--- config.mk ---
export PLATFORM = sky130hd
export DESIGN_NAME = motctl_arbiter
export DESIGN_NICKNAME = d
export VERILOG_FILES = /design/src/rtl/motctl_arbiter.sv
export SDC_FILE = /design/constraint.sdc
export NUM_CORES = 1
export LEC_CHECK = 0
export CORE_AREA = 4 4 106 108
export CTS_CLUSTER_SIZE = 20
export DETAILED_ROUTE_END_ITERATION = 10
export DIE_AREA = 0 0 110 112
export PLACE_DENSITY = 0.79
export SKIP_CTS_REPAIR_TIMING = 1
export SLEW_MARGIN = 40
export SYNTH_ARGS = -nofsm -noshare
export SYNTH_HDL_FRONTEND = slang
export SYNTH_SLANG_ARGS = --single-unit
--- constraint.sdc ---
create_clock -name clk_i -period 5.62 [get_ports clk_i]
set_input_delay 1.405 -clock clk_i [delete_from_list [all_inputs] [get_ports clk_i]]
set_output_delay 1.405 -clock clk_i [all_outputs]
set_load 0.01 [all_outputs]
--- src/rtl/motctl_arbiter.sv ---
// motctl_arbiter: owns the Rojobot MotCtl_in byte and arbitrates it between
// PicoBlaze motor writes and a dead-zoned, debounced, watchdog-protected
// accelerometer tilt-drive path. Every ownership change passes through a
// timed all-stop handoff.
module motctl_arbiter #(
    parameter int DEADZONE   = 16,
    parameter int SPD_SHIFT  = 4,
    parameter int STABLE_CNT = 3,
    parameter int TIMEOUT    = 50_000_000,
    parameter int HANDOFF    = 1_000_000
) (
    input  logic       clk_i,
    input  logic       reset_i,
    input  logic       tilt_en_i,
    input  logic [7:0] pb_motctl_i,
    input  logic       pb_motctl_wr_i,
    input  logic [8:0] accel_x_i,
    input  logic [8:0] accel_y_i,
    input  logic       upd_sysregs_i,
    output logic [7:0] motctl_o,
    output logic [7:0] arb_status_o
);

    localparam int HoW = $clog2(HANDOFF + 1);
    localparam int WdW = $clog2(TIMEOUT + 1);
    localparam int StW = $clog2(STABLE_CNT + 1);

    typedef enum logic [1:0] {
        PB_OWN   = 2'd0,
        TO_TILT  = 2'd1,
        TILT_OWN = 2'd2,
        TO_PB    = 2'd3
    } state_t;

    state_t           state_q, state_d;
    logic [HoW-1:0]   hoCnt_q, hoCnt_d;
    logic [7:0]       motctl_q, motctl_d;
    logic             pendValid_q, pendValid_d;
    logic [7:0]       pendData_q, pendData_d;
    logic [WdW-1:0]   wdCnt_q, wdCnt_d;
    logic             toFlag_q, toFlag_d;
    logic [StW-1:0]   stableCnt_q, stableCnt_d;
    logic [7:0]       prevCmd_q, prevCmd_d;

    logic             c1Valid_q;
    logic [8:0]       xS_q, yS_q;
    logic             c2Valid_q;
    logic [7:0]       cmd_q;

    logic [8:0]       magX, magY;
    logic             xActive, yActive;
    logic [2:0]       spdX, spdY, lSpd, rSpd;
    logic [7:0]       cmdComb;
    logic [StW-1:0]   newStable;
    logic             wdExpired;

    function automatic logic [2:0] spdOf(input logic [8:0] m);
        logic [8:0] s;
        s = (m - 9'(DEADZONE)) >> SPD_SHIFT;
        if (s >= 9'd6) begin
            return 3'd7;
        end
        return s[2:0] + 3'd1;
    endfunction

    // Tilt pipeline stages 1 and 2: capture the sample, then register the derived command.
    always_ff @(posedge clk_i) begin
        if (!reset_i) begin
            c1Valid_q <= 1'b0;
            xS_q      <= 9'd0;
            yS_q      <= 9'd0;
            c2Valid_q <= 1'b0;
            cmd_q     <= 8'h00;
        end else if (state_q != TILT_OWN) begin
            c1Valid_q <= 1'b0;
            c2Valid_q <= 1'b0;
        end else begin
            c1Valid_q <= upd_sysregs_i;
            if (upd_sysregs_i) begin
                xS_q <= accel_x_i;
                yS_q <= accel_y_i;
            end
            c2Valid_q <= c1Valid_q;
            if (c1Valid_q) begin
                cmd_q <= cmdComb;
            end
        end
    end

    // Convert a captured tilt sample into a motor command: forward/back drive with optional turn, or spin.
    always_comb begin
        magX    = (xS_q >= 9'd256) ? (xS_q - 9'd256) : (9'd256 - xS_q);
        magY    = (yS_q >= 9'd256) ? (yS_q - 9'd256) : (9'd256 - yS_q);
        xActive = magX > 9'(DEADZONE);
        yActive = magY > 9'(DEADZONE);
        spdX    = spdOf(magX);
        spdY    = spdOf(magY);
        lSpd    = spdY;
        rSpd    = spdY;
        cmdComb = 8'h00;
        if (yActive) begin
            if (xActive) begin
                if (xS_q > 9'd256) begin
                    rSpd = spdY >> 1;
                end else begin
                    lSpd = spdY >> 1;
                end
            end
            cmdComb = {lSpd, (yS_q > 9'd256), rSpd, (yS_q > 9'd256)};
        end else if (xActive) begin
            cmdComb = {spdX, (xS_q > 9'd256), spdX, ~(xS_q > 9'd256)};
        end
    end

    // Ownership FSM, handoff timing, pending PicoBlaze write, debounce and watchdog next-state.
    always_comb begin
        state_d     = state_q;
        hoCnt_d     = hoCnt_q;
        motctl_d    = motctl_q;
        pendValid_d = pendValid_q;
        pendData_d  = pendData_q;
        wdCnt_d     = '0;
        toFlag_d    = 1'b0;
        stableCnt_d = '0;
        prevCmd_d   = prevCmd_q;
        wdExpired   = (wdCnt_q >= WdW'(TIMEOUT)) && !upd_sysregs_i;
        newStable   = StW'(1);
        if (cmd_q == prevCmd_q) begin
            newStable = (stableCnt_q < StW'(STABLE_CNT)) ? stableCnt_q + StW'(1) : stableCnt_q;
        end

        case (state_q)
            PB_OWN: begin
                if (tilt_en_i) begin
                    state_d  = TO_TILT;
                    hoCnt_d  = '0;
                    motctl_d = 8'h00;
                end else if (pb_motctl_wr_i) begin
                    motctl_d = pb_motctl_i;
                end
            end
            TO_TILT: begin
                motctl_d = 8'h00;
                if (!tilt_en_i) begin
                    state_d     = TO_PB;
                    hoCnt_d     = '0;
                    pendValid_d = 1'b0;
                end else if (hoCnt_q == HoW'(HANDOFF - 1)) begin
                    state_d   = TILT_OWN;
                    hoCnt_d   = '0;
                    prevCmd_d = 8'h00;
                end else begin
                    hoCnt_d = hoCnt_q + HoW'(1);
                end
            end
            TILT_OWN: begin
                if (!tilt_en_i) begin
                    state_d     = TO_PB;
                    hoCnt_d     = '0;
                    motctl_d    = 8'h00;
                    pendValid_d = 1'b0;
                end else begin
                    stableCnt_d = stableCnt_q;
                    toFlag_d    = toFlag_q;
                    if (upd_sysregs_i) begin
                        wdCnt_d  = '0;
                        toFlag_d = 1'b0;
                    end else if (wdCnt_q < WdW'(TIMEOUT)) begin
                        wdCnt_d = wdCnt_q + WdW'(1);
                    end else begin
                        wdCnt_d = wdCnt_q;
                    end
                    if (wdExpired) begin
                        motctl_d    = 8'h00;
                        toFlag_d    = 1'b1;
                        stableCnt_d = '0;
                    end else if (c2Valid_q) begin
                        stableCnt_d = newStable;
                        prevCmd_d   = cmd_q;
                        if (newStable >= StW'(STABLE_CNT)) begin
                            motctl_d = cmd_q;
                        end
                    end
                end
            end
            TO_PB: begin
                motctl_d = 8'h00;
                if (pb_motctl_wr_i) begin
                    pendValid_d = 1'b1;
                    pendData_d  = pb_motctl_i;
                end
                if (hoCnt_q == HoW'(HANDOFF - 1)) begin
                    state_d = PB_OWN;
                    hoCnt_d = '0;
                    if (pb_motctl_wr_i) begin
                        motctl_d = pb_motctl_i;
                    end else if (pendValid_q) begin
                        motctl_d = pendData_q;
                    end
                end else begin
                    hoCnt_d = hoCnt_q + HoW'(1);
                end
            end
            default: begin
                state_d  = PB_OWN;
                motctl_d = 8'h00;
            end
        endcase
    end

    // State and control registers with synchronous active-low reset.
    always_ff @(posedge clk_i) begin
        if (!reset_i) begin
            state_q     <= PB_OWN;
            hoCnt_q     <= '0;
            motctl_q    <= 8'h00;
            pendValid_q <= 1'b0;
            pendData_q  <= 8'h00;
            wdCnt_q     <= '0;
            toFlag_q    <= 1'b0;
            stableCnt_q <= '0;
            prevCmd_q   <= 8'h00;
        end else begin
            state_q     <= state_d;
            hoCnt_q     <= hoCnt_d;
            motctl_q    <= motctl_d;
            pendValid_q <= pendValid_d;
            pendData_q  <= pendData_d;
            wdCnt_q     <= wdCnt_d;
            toFlag_q    <= toFlag_d;
            stableCnt_q <= stableCnt_d;
            prevCmd_q   <= prevCmd_d;
        end
    end

    assign motctl_o     = motctl_q;
    assign arb_status_o = {(state_q == TILT_OWN), state_q, toFlag_q, 4'b0000};

endmodule
After elaboration in Yosys (flattened, before gate mapping)
Index checks and enable logic that the tools add are counted.
Widths: inputs -> output; s select.
Cells by class
  add/sub/neg operators: 11
  order comparisons: 12
  equality and inequality tests: 20
  mux-type cells: 48
  bitwise logic cells: 5
  reductions and logical operators: 19
Operators by type and width (number)
  $mux 8: 16
  $mux 20: 4
  $pmux 20 s4: 1
  $pmux 8 s4: 1
  $add 26x1->26 const B: 1
  $ge 26x26->1 const B: 1
  $lt 26x26->1 const B: 1
  $mux 3: 8
  $add 20x1->20 const B: 1
  $eq 20x20->1 const B: 1
  $ne 2x2->1 const B: 10
  $ge 9x9->1 const B: 2
  $gt 9x5->1 const B: 2
  $gt 9x9->1 const B: 2
  $mux 9: 2
  $sub 9x5->9 const B: 2
  $sub 9x9->9 const A: 2
  $sub 9x9->9 const B: 2
  $pmux 8 s2: 1
  $mux 2: 7
  $ge 5x3->1 const B: 2
  $reduce_and 3->1: 3
  $eq 8x8->1: 1
  $ne 4x2->1 const B: 2
  21 further kinds: 40
Storage, ports and cells
  register bits after elaboration: 104
  input port bits: 31
  output and inout port bits: 16
  word-level logic and storage cells: 129

Depth between registers and ports, before layout
Gate-level depths: netlist of run 1.
  depth in word-level cells: 9
  depth in mapped cells: 12

Worst setup path after synthesis of run 1
OpenSTA, ideal clock, no wires.
  kind: input -> register
  start: in tilt_en_i
  end: reg hoCnt_q[3]
  data arrival time: 2805 ps
  required time: 5550 ps
  path slack: 2744 ps
  cell stages on the path: 5
  buffers on the path: 0
  cells stage by stage: and2_1 > a21oi_1 > nand2_1 > or4b_2 > a21oi_1
On the way
  longest elaborated chain between the ends: 2
  elaborated cells between the ends (all ways): 5
RTL lines
  start: declaration: line 14  | input logic tilt_en_i,
  $mux 20 / $ne 2x2->1 (equally long branches)
  $pmux 20 s4 / $reduce_and 2->1 (equally long branches)
  end signal: assignment: line 225  | hoCnt_q <= hoCnt_d;
  end: declaration: line 36  | logic [HoW-1:0] hoCnt_q, hoCnt_d;
Parallel ways exist; a longest one is shown, timed or not.
A chain may end at the register's enable or synchronous reset.

Worst setup path in the final report of run 1
Same ends and word-level chain as after synthesis.

==> results of run 1 <==
cells in the mapped netlist, types with 7 or more instances:
cell	number	area, µm²
ha_1	13	162.7
dfxtp_1	104	2082
and3_1	12	75.07
a31oi_1	10	62.56
nor3_1	13	65.06
nand4_1	18	112.6
a22o_1	8	70.07
nand2_1	103	386.6
and2_1	8	50.05
or3_1	9	56.30
nor2_1	49	183.9
a21oi_1	74	370.4
clkbuf_1	22	82.58
inv_1	20	75.07
a22oi_1	7	52.55
o21ai_0	35	175.2
xor2_1	21	183.9
xnor2_1	19	166.4
nand3_1	24	120.1
cell usage in the layout (no fill, tap or decap), types with 6 or more instances in the layout:
| master | count |
|---|---|
| inv_1 | 20 |
| dfxtp_1 | 104 |
| and2_1 | 8 |
| nand3b_1 | 6 |
| nand3_1 | 24 |
| a31oi_1 | 10 |
| clkdlybuf4s50_1 | 42 |
| and3_1 | 12 |
| a22o_1 | 8 |
| clkbuf_8 | 10 |
| nand4_1 | 18 |
| a22oi_1 | 7 |
| xor2_1 | 21 |
| ha_1 | 13 |
| a21oi_1 | 74 |
| nor2_1 | 49 |
| xnor2_1 | 19 |
| or3_1 | 8 |
| nor3_1 | 13 |
| o21ai_0 | 35 |
| nand2_1 | 103 |
metal layers:
layer  routed length, µm  global-route usage (%)  vias to the layer above  part of all wire (%)
met3                 747                   3.826                       13                   6.0
met4                 148                   4.904                        0                   1.2
met2                5763                   32.16                      145                    46
li1                    -                       -                     2475                     -
met5                   0                       0                        -                     0
met1                5837                   28.71                     2311                    47
area by class of cell:
class / count / area, µm² / share of cell area (%)
inverters: 20 / 75.07 / 1.210
well taps: 136 / 170.2 / 2.742
clock inverters: 6 / 51.30 / 0.8268
flip-flops and latches: 104 / 2082 / 33.56
multi-input cells: 525 / 3246 / 52.31
clock buffers: 10 / 137.6 / 2.218
repair buffers: 45 / 442.9 / 7.139
logic make-up after synthesis:
logic type,after synthesis,synth area share (%)
AND/OR/NAND/NOR,279,26.07
AO/OA/AOI/OAI,182,21.27
flip-flops,104,37.46
buffers and inverters,57,4.593
XOR/XNOR,40,6.304
adder cells (fa/ha/maj),13,2.927
multiplexers,7,1.306
other,1,0.06747
through the flow:
step | hold slack [ns] | std cells | total power [mW] | instance area (µm²) | utilization, %
floorplan | 0.4360 | 686 | 1.306 | 5569 | -
global placement | 0.4425 | 830 | 1.456 | 6007 | 58.71
detailed placement | 0.4494 | 830 | 1.481 | 6015 | 58.79
CTS | 0.4642 | 846 | 1.924 | 6203 | 60.63
global route | 0.4829 | 846 | 2.038 | 6205 | 60.65
finish | 0.4622 | 846 | 1.918 | 6205 | 60.65
critical path: cells and delay by family:
| kind | cells | cell delay [ns] |
|---|---|---|
| compound gates | 2 | 0.73 |
| buf+inv | 1 | 0.48 |
| simple gates | 3 | 1.39 |
where the power goes:
group / internal (mW) / switching, mW / leakage (nW)
Clock: 0.180 / 0.265 / 0.0992
Combinational: 0.264 / 0.379 / 1.22
Sequential: 0.781 / 0.0479 / 0.840
worst min-delay path by stage:
stage	slack [ns]	to	start
finish	0.46	pendData_q[6]	pendData_q[6]
global route	0.48	xS_q[2]	xS_q[2]
CTS	0.46	pendData_q[6]	pendData_q[6]
detailed placement	0.45	pendData_q[6]	pendData_q[6]
global placement	0.44	pendData_q[5]	pendData_q[5]
floorplan	0.44	xS_q[3]	xS_q[3]
flip-flops by register name (all words and copies together), names as in the netlist:
signal       count
stableCnt_q      2
xS_q             9
prevCmd_q        8
yS_q             9
toFlag_q         1
cmd_q            8
c1Valid_q        1
c2Valid_q        1
hoCnt_q         20
pendData_q       8
motctl_o         8
pendValid_q      1
wdCnt_q         26
state_q          2
==> summary.txt, run 1 <==
Final layout
  • Nets: 749
  • Fraction of layout cells with a size suffix above 1: 7.465%
  • Ant diodes: 0
  • # fillers: 856
  • Synth-to-Final Area Change: 11.64%

Clock tree
  • CTS Sinks: 104
  • Reg clk slew, reported paths: 0.09 ns
  • Worst-skew pair later-pin latency: 0.37 ns
  • Root Buffer: clkbuf_8
  • Clock Tree Buf Depth: 2
  • CTS tree: built
  • H-tree levels: 3
  • Num CTS Buffers: 9

Setup path
  • Crit Reg-Reg Endpoint: cmd_q[1]
  • FF-to-FF Start: yS_q[1]
  • Crit path max fanout: 12
  • Worst EP required: 5.91 ns
  • Most frequent CP cell: a21oi_1
  • Critical Path Start Type: input pin
  • CP Class: in -> reg
  • Endpoint class of the critical path: flip-flop
  • Slowest stage delay, CP: 0.72 ns
  • Register-to-register setup slack: 2.44 ns
  • Worst Setup EP: hoCnt_q[3]
  • Reg2Reg Depth: 10
  • WP data arrival: 4.01 ns
  • CP cell instances: clkdlybuf4s50_1, and2_1, a21oi_1, nand2_1, or4b_2, a21oi_1
  • Worst Setup SP: tilt_en_i
  • CP max stage cell: or4b_2

Synth
  • Synth Cell Area: 5558 µm²
  • Async set-reset flop share out of synthesis: 0%
  • Yosys warnings: 0
  • Top_reg_cell synth: dfxtp_1
  • Number of synthesized flops with an enable pin: 0
  • Seq cells post-synth: 104
  • Distinct cell type count after synthesis: 76
  • Mean Syn Cell Area: 8.137 µm²
  • Register area share after synthesis: 37.46%
  • Post-Synthesis Cells: 683

Drt
  • Vias: 4944
  • Post-DR vias/cell: 5.844
  • Antenna Violating Nets Remaining: 0
  • First-pass iteration count of the detailed router: 5
  • Final WL: 12500 µm
  • Initial drt markers: 377
  • WL/cell: 14.77 µm
  • DRC: 0

STA
  • Final setup margin: 1.898 ns
  • Fin Clk Skew: 0.01508 ns
  • RSZ-0062 raised after global routing: no
  • Relative slew margins: 48.35%
  • FMAX: 268.7 MHz
  • Final hold vios: 0
  • Max-slew violation count: 0
  • Period utilization: 66.23%
  • Setup tns final: 0 ns
  • Crit path time final: 3.722 ns
  • Slew @ Worst Pin: 0.7722 ns
  • Final setup fails: 0

Power
  • Peak supply drop: 0.0001284 V
  • Pwr/cell area: 309.1 nW/µm²
  • Pleak: 2.161 nW

Floorplan
  • Initial Util: 54.32%
  • Die Area: 12320 µm²
  • Core area: 10230 µm²
  • # rows: 37
  • Die Wd: 110 µm
  • I/O pin cnt: 47
  • Die height: 112 µm

Global routing
  • Largest net degree at the start of global routing: 49
  • Total congestion overflow: 0
  • Initial antenna violation count: 0
  • Total GRT Usage: 20.41%
  • First-pass GRT wire length: 20840 µm
  • Vias in the first global route: 4539

Place
  • Dpl ws: 1.598 ns
  • Hpwl dp: 8859 µm
  • RePlAce Congestion: 0.8447
  • IO buf count: 42

Min path
  • WHS Path Cells: 2
  • Min-Delay Path Class: reg -> reg

Run status
  • Outcome: complete, no violations

Flow run
  • Total of max-cap violations: 0
No activity file was read; power rests on OpenSTA's default activity.
==> run 2, diff against run 1 <==
- clock period: 5.62 -> 3.75 ns (I/O delays scaled with it)
==> run 2 against run 1 <==
Effect of this change:
- design area is 0.36% higher
- clock skew is 0.00072 ns lower
- register-to-register slack worse by 1.7 ns
- core utilization is 0.22 points higher
- via count is 0.75% higher
- largest power group unchanged
==> summary.txt, run 2 (synthesized netlist as in run 1, its figures left out) <==
STA
  • Setup tns final: 0 ns (unchanged)
  • FMAX: 330.2 MHz
  • Slew @ Worst Pin: 0.6417 ns (-0.1305 ns)
  • Max-slew violation count: 0 (unchanged)
  • Period utilization: 80.75%
  • Relative slew margins: 57.09% (+8.7 points)
  • Final Hold Slack: 0.4616 ns (-0.0006510 ns)
  • RSZ-0062 raised after global routing: no
  • Final setup margin: 0.7219 ns (-1.176 ns)
  • Fin Clk Skew: 0.01436 ns (-0.0007230 ns)
  • Final hold vios: 0 (unchanged)
  • Final setup fails: 0 (unchanged)
  • Crit path time final: 3.028 ns

Clock tree
  • CTS Sinks: 104 (unchanged)
  • CTS tree: built
  • H-tree levels: 3 (unchanged)
  • Worst-skew pair later-pin latency: 0.37 ns (about the same)
  • Reg clk slew, reported paths: 0.09 ns (about the same)
  • Num CTS Buffers: 9 (unchanged)
  • Root Buffer: clkbuf_8
  • Clock Tree Buf Depth: 2 (unchanged)

Place
  • Hpwl dp: 9091 µm (+2.6%)
  • IO buf count: 42 (unchanged)
  • Area after DPL: 6045 µm² (+0.50%)
  • RePlAce Congestion: 0.8714 (+3.2%)
  • Dpl cells: 835 (+0.60%)
  • Dpl ws: 0.7504 ns (-0.8472 ns)

Final layout
  • Max reg flops: 26 (unchanged)
  • Most frequent cells in the layout: dfxtp_1 (104), nand2_1 (103), a21oi_1 (74)
  • Final instance area: 6227 µm² (+0.36%)
  • Ant diodes: 0 (unchanged)
  • Biggest regs: wdCnt_q: 26 flops, hoCnt_q: 20 flops
  • Final non-filler cell total: 850 (+0.47%)
  • Final core occ: 60.87% (+0.22 points)
  • Synth-to-Final Area Change: 12.04%
  • Biggest register: wdCnt_q
  • Most common cell after layout, fill and taps aside: dfxtp_1
  • Nets: 754 (+0.67%)
  • Fraction of layout cells with a size suffix above 1: 7.983% (+0.52 points)

Setup path
  • Register-to-register setup slack: 0.72 ns (-1.72 ns)
  • Crit path depth: 10 (+4)
  • Crit Reg-Reg Endpoint: cmd_q[1]
  • Worst Setup SP: yS_q[0]
  • CP cell instances: nor4_4, nor2_1, xnor2_1, inv_1, ha_1, a32o_1, o32ai_1, a311oi_1, o22ai_1, a21oi_1
  • Endpoint class of the critical path: flip-flop
  • Crit path max fanout: 9 (-3)
  • Critical Path Start Type: flip-flop
  • Slowest stage delay, CP: 0.55 ns (-0.17 ns)
  • WP data arrival: 3.27 ns (-0.74 ns)
  • Worst EP required: 3.99 ns (-1.92 ns)
  • Buf+Inv Stages, Crit Path: 1 (unchanged)
  • Worst Setup EP: cmd_q[1]
  • FF-to-FF Start: yS_q[0]
  • Critical path's top delay family: compound AO/OA/AOI/OAI gates
  • CP Class: reg -> reg
  • Reg2Reg Depth: 10 (unchanged)
  • CP max stage cell: o32ai_1

Power
  • Pleak: 2.178 nW (+0.78%)
  • Tot Pwr: 2.873 mW (+50%)
  • Pwr/cell area: 461.3 nW/µm² (+49%)
  • Peak supply drop: 0.0002397 V (+87%)

Drt
  • DRC: 0 (unchanged)
  • WL/cell: 14.78 µm (about the same)
  • Vias: 4981 (+0.75%)
  • First-pass iteration count of the detailed router: 5 (unchanged)
  • Final WL: 12560 µm (+0.54%)
  • Initial drt markers: 466 (+24%)
  • Antenna Violating Nets Remaining: 0 (unchanged)
  • Post-DR vias/cell: 5.860 (+0.27%)

Floorplan
  • Core area: 10230 µm² (unchanged)
  • Initial Util: 54.32% (unchanged)
  • Die Wd: 110 µm (unchanged)
  • Die height: 112 µm (unchanged)
  • # rows: 37 (unchanged)
  • I/O pin cnt: 47 (unchanged)
  • Die Area: 12320 µm² (unchanged)

Global routing
  • Vias in the first global route: 4606 (+1.5%)
  • Total GRT Usage: 20.84% (+0.43 points)
  • Total congestion overflow: 0 (unchanged)
  • First-pass GRT wire length: 21250 µm (+1.9%)
  • Initial antenna violation count: 0 (unchanged)
  • Largest net degree at the start of global routing: 49 (unchanged)

Run status
  • Outcome: complete, no violations

Flow run
  • Total of max-cap violations: 0 (unchanged)

Min path
  • Min-Delay Path Class: reg -> reg
-- run 2: routing by layer --
metal / GRT usage (%) / part of all wire, % / up-vias
met5: 0 / 0 / -
met4: 7.315 / 1.3 / 0
li1: - / - / 2475
met1: 28.60 / 47 / 2348
met3: 3.188 / 5.4 / 19
met2: 33.05 / 46 / 139
-- run 2: layout make-up --
type,instances,area [µm²]
fillers,899,4004
multi-input cells,525,3238
flip-flops and latches,104,2082
repair buffers,50,480.5
well taps,136,170.2
clock buffers,11,151.4
inverters,20,75.07
clock inverters,4,30.03
-- run 2: how the worst min path moves through the flow --
stage,start,end,slack (ns),cells after the start
3_5_place_dp,pendData_q[2],pendData_q[2],0.45,2
6_report,pendData_q[6],pendData_q[6],0.46,2
4_1_cts,pendData_q[2],pendData_q[2],0.46,2
5_1_grt,pendData_q[2],pendData_q[2],0.49,2
2_1_floorplan,xS_q[3],xS_q[3],0.44,2
3_3_place_gp,pendData_q[7],pendData_q[7],0.44,2
-- run 2: where the power goes --
group	total (mW)	switching, mW	internal, mW
sequential	1.25	0.0745	1.17
combinational	0.983	0.564	0.419
clock	0.644	0.369	0.275
-- run 2: worst min-delay path, stage by stage (launching register included) --
cell and delay (ns):
dfxtp_1 0.32, nand2_1 0.05, a21oi_1 0.05
==> run 3, diff against run 2 <==
- clock period: 3.75 -> 2.9 ns (I/O delays scaled with it)
==> run 3 against run 2 <==
Effect of this change:
- die area did not move
- wire length rose by 1.9%
- sequential share of layout area fell by 0.48 points
- via count rose by 0.54%
- combinational power rose by 37%
- first-iteration DRC count fell by 22%
- largest cell class unchanged
- global-route usage rose by 0.11 points
==> summary.txt, run 3 (synthesized netlist as in run 1, its figures left out) <==
STA
  • Final setup fails: 0 (unchanged)
  • Crit path time final: 2.783 ns (-0.2448 ns)
  • Slew @ Worst Pin: 0.7670 ns (+0.1254 ns)
  • Final setup margin: 0.1167 ns (-0.6052 ns)
  • Period utilization: 95.98% (+15 points)
  • Fin Clk Skew: 0.01387 ns (-0.0004898 ns)
  • Max-slew violation count: 0 (unchanged)
  • Final hold vios: 0 (unchanged)
  • Final Hold Slack: 0.4631 ns (+0.001503 ns)
  • RSZ-0062 raised after global routing: yes
  • Relative slew margins: 48.70% (-8.4 points)
  • Setup tns final: 0 ns (unchanged)
  • FMAX: 359.3 MHz (+8.8%)

Drt
  • First-pass iteration count of the detailed router: 5 (unchanged)
  • Initial drt markers: 363 (-22%)
  • Antenna Violating Nets Remaining: 0 (unchanged)
  • WL/cell: 14.91 µm (+0.84%)
  • Final WL: 12800 µm (+1.9%)
  • Vias: 5008 (+0.54%)
  • DRC: 0 (unchanged)
  • Post-DR vias/cell: 5.830 (-0.51%)

Setup path
  • CP cell instances: nor4_4, buf_4, a21oi_1, xnor2_1, buf_4, ha_1, a32o_1, o32ai_1, buf_4, a311oi_2, o22ai_1, a21oi_1
  • CP max stage cell: o32ai_1
  • Slowest stage delay, CP: 0.36 ns (-0.19 ns)
  • CP Class: reg -> reg
  • Crit path max fanout: 8 (-1)
  • Endpoint class of the critical path: flip-flop
  • Worst EP required: 3.15 ns (-0.84 ns)
  • WP data arrival: 3.04 ns (-0.23 ns)
  • Most frequent CP cell: buf_4
  • Critical Path Start Type: flip-flop

Global routing
  • Total congestion overflow: 0 (unchanged)
  • Initial antenna violation count: 0 (unchanged)
  • First-pass GRT wire length: 21420 µm (+0.81%)
  • Total GRT Usage: 20.95% (+0.11 points)
  • Largest net degree at the start of global routing: 43 (-12%)
  • Global Route met3 Usage: 4.174% (+0.99 points)
  • GR Util met1: 28.42% (-0.17 points)
  • Vias in the first global route: 4682 (+1.7%)
  • Busiest grt layer: met2
  • Global Route met2 Usage: 33.94% (+0.89 points)

Final layout
  • Fraction of layout cells with a size suffix above 1: 9.405% (+1.4 points)
  • Most frequent cells in the layout: dfxtp_1 (104), nand2_1 (103), a21oi_1 (74)
  • Ant diodes: 0 (unchanged)
  • Most common cell after layout, fill and taps aside: dfxtp_1
  • Nets: 763 (+1.2%)
  • Biggest regs: wdCnt_q: 26 flops, hoCnt_q: 20 flops
  • Synth-to-Final Area Change: 13.69%
  • Max reg flops: 26 (unchanged)
  • Biggest register: wdCnt_q
  • Final core occ: 61.76% (+0.89 points)
  • Final instance area: 6319 µm² (+1.5%)

Floorplan
  • Die Wd: 110 µm (unchanged)
  • Die height: 112 µm (unchanged)
  • Core area: 10230 µm² (unchanged)
  • # rows: 37 (unchanged)
  • Die Area: 12320 µm² (unchanged)
  • I/O pin cnt: 47 (unchanged)
  • Initial Util: 54.32% (unchanged)

Power
  • Peak supply drop: 0.0003238 V (+35%)
  • Pwr/cell area: 601.0 nW/µm² (+30%)
  • Pleak: 2.216 nW (+1.7%)

Place
  • IO buf count: 42 (unchanged)
  • RePlAce Congestion: 0.8803 (+1.0%)
  • Area after DPL: 6105 µm² (+0.99%)
  • Dpl ws: 0.1142 ns (-0.6362 ns)
  • Hpwl dp: 9333 µm (+2.7%)

Clock tree
  • CTS tree: built
  • Num CTS Buffers: 9 (unchanged)
  • Worst-skew pair later-pin latency: 0.37 ns (about the same)
  • Root Buffer: clkbuf_8
  • Reg clk slew, reported paths: 0.10 ns (about the same)
  • Clock Tree Buf Depth: 2 (unchanged)
  • H-tree levels: 3 (unchanged)
  • CTS Sinks: 104 (unchanged)

Flow run
  • Total of max-cap violations: 0 (unchanged)

Min path
  • Min-Delay Path Class: reg -> reg

Run status
  • Outcome: complete, no violations
[run 3: layout make-up]
type / count / area (µm²)
fill: 872 / 3913
multi-input combinational: 525 / 3264
sequential: 104 / 2082
timing repair buffer: 59 / 548.0
tap: 136 / 170.2
clock buffer: 10 / 137.6
inverter: 20 / 75.07
clock inverter: 5 / 41.29
[run 3: critical path, delay by kind of cell, from the launching register on]
kind / cells / cell delay [ns]
AOI/OAI and AO/OA: 6 / 1.12
xor gates and xnor gates: 1 / 0.16
adders and majority gates: 1 / 0.21
buffers and inverters: 3 / 0.57
DFF: 1 / 0.35
and+or+nand+nor: 1 / 0.27
[run 3: final timing paths]
path	cells past startpoint	slack [ns]	end	startpoint
hold reg to reg	2	0.46	pendData_q[6]	pendData_q[6]
setup / recovery	12	0.12	cmd_q[5]	yS_q[3]
hold / removal	2	0.46	pendData_q[6]	pendData_q[6]
setup reg to reg	12	0.12	cmd_q[5]	yS_q[3]
[run 3: power breakdown]
group          switching, mW  total [mW]  internal (mW)  leakage (nW)
sequential            0.0939        1.61           1.51         0.840
clock                  0.504       0.843          0.339        0.0854
combinational          0.759        1.35          0.587          1.29
[run 3: per-layer routing]
layer | vias up | part of all wire [%]
met5 | - | 0
met4 | 0 | 1.7
met3 | 31 | 5.2
met2 | 143 | 46
met1 | 2332 | 47
li1 | 2502 | -
[run 3: through the flow]
step	instances	power, mW
6_report	859	3.797
5_1_grt	859	4.032
4_1_cts	857	3.789
3_5_place_dp	842	2.945
3_3_place_gp	842	2.898
2_1_floorplan	686	2.531
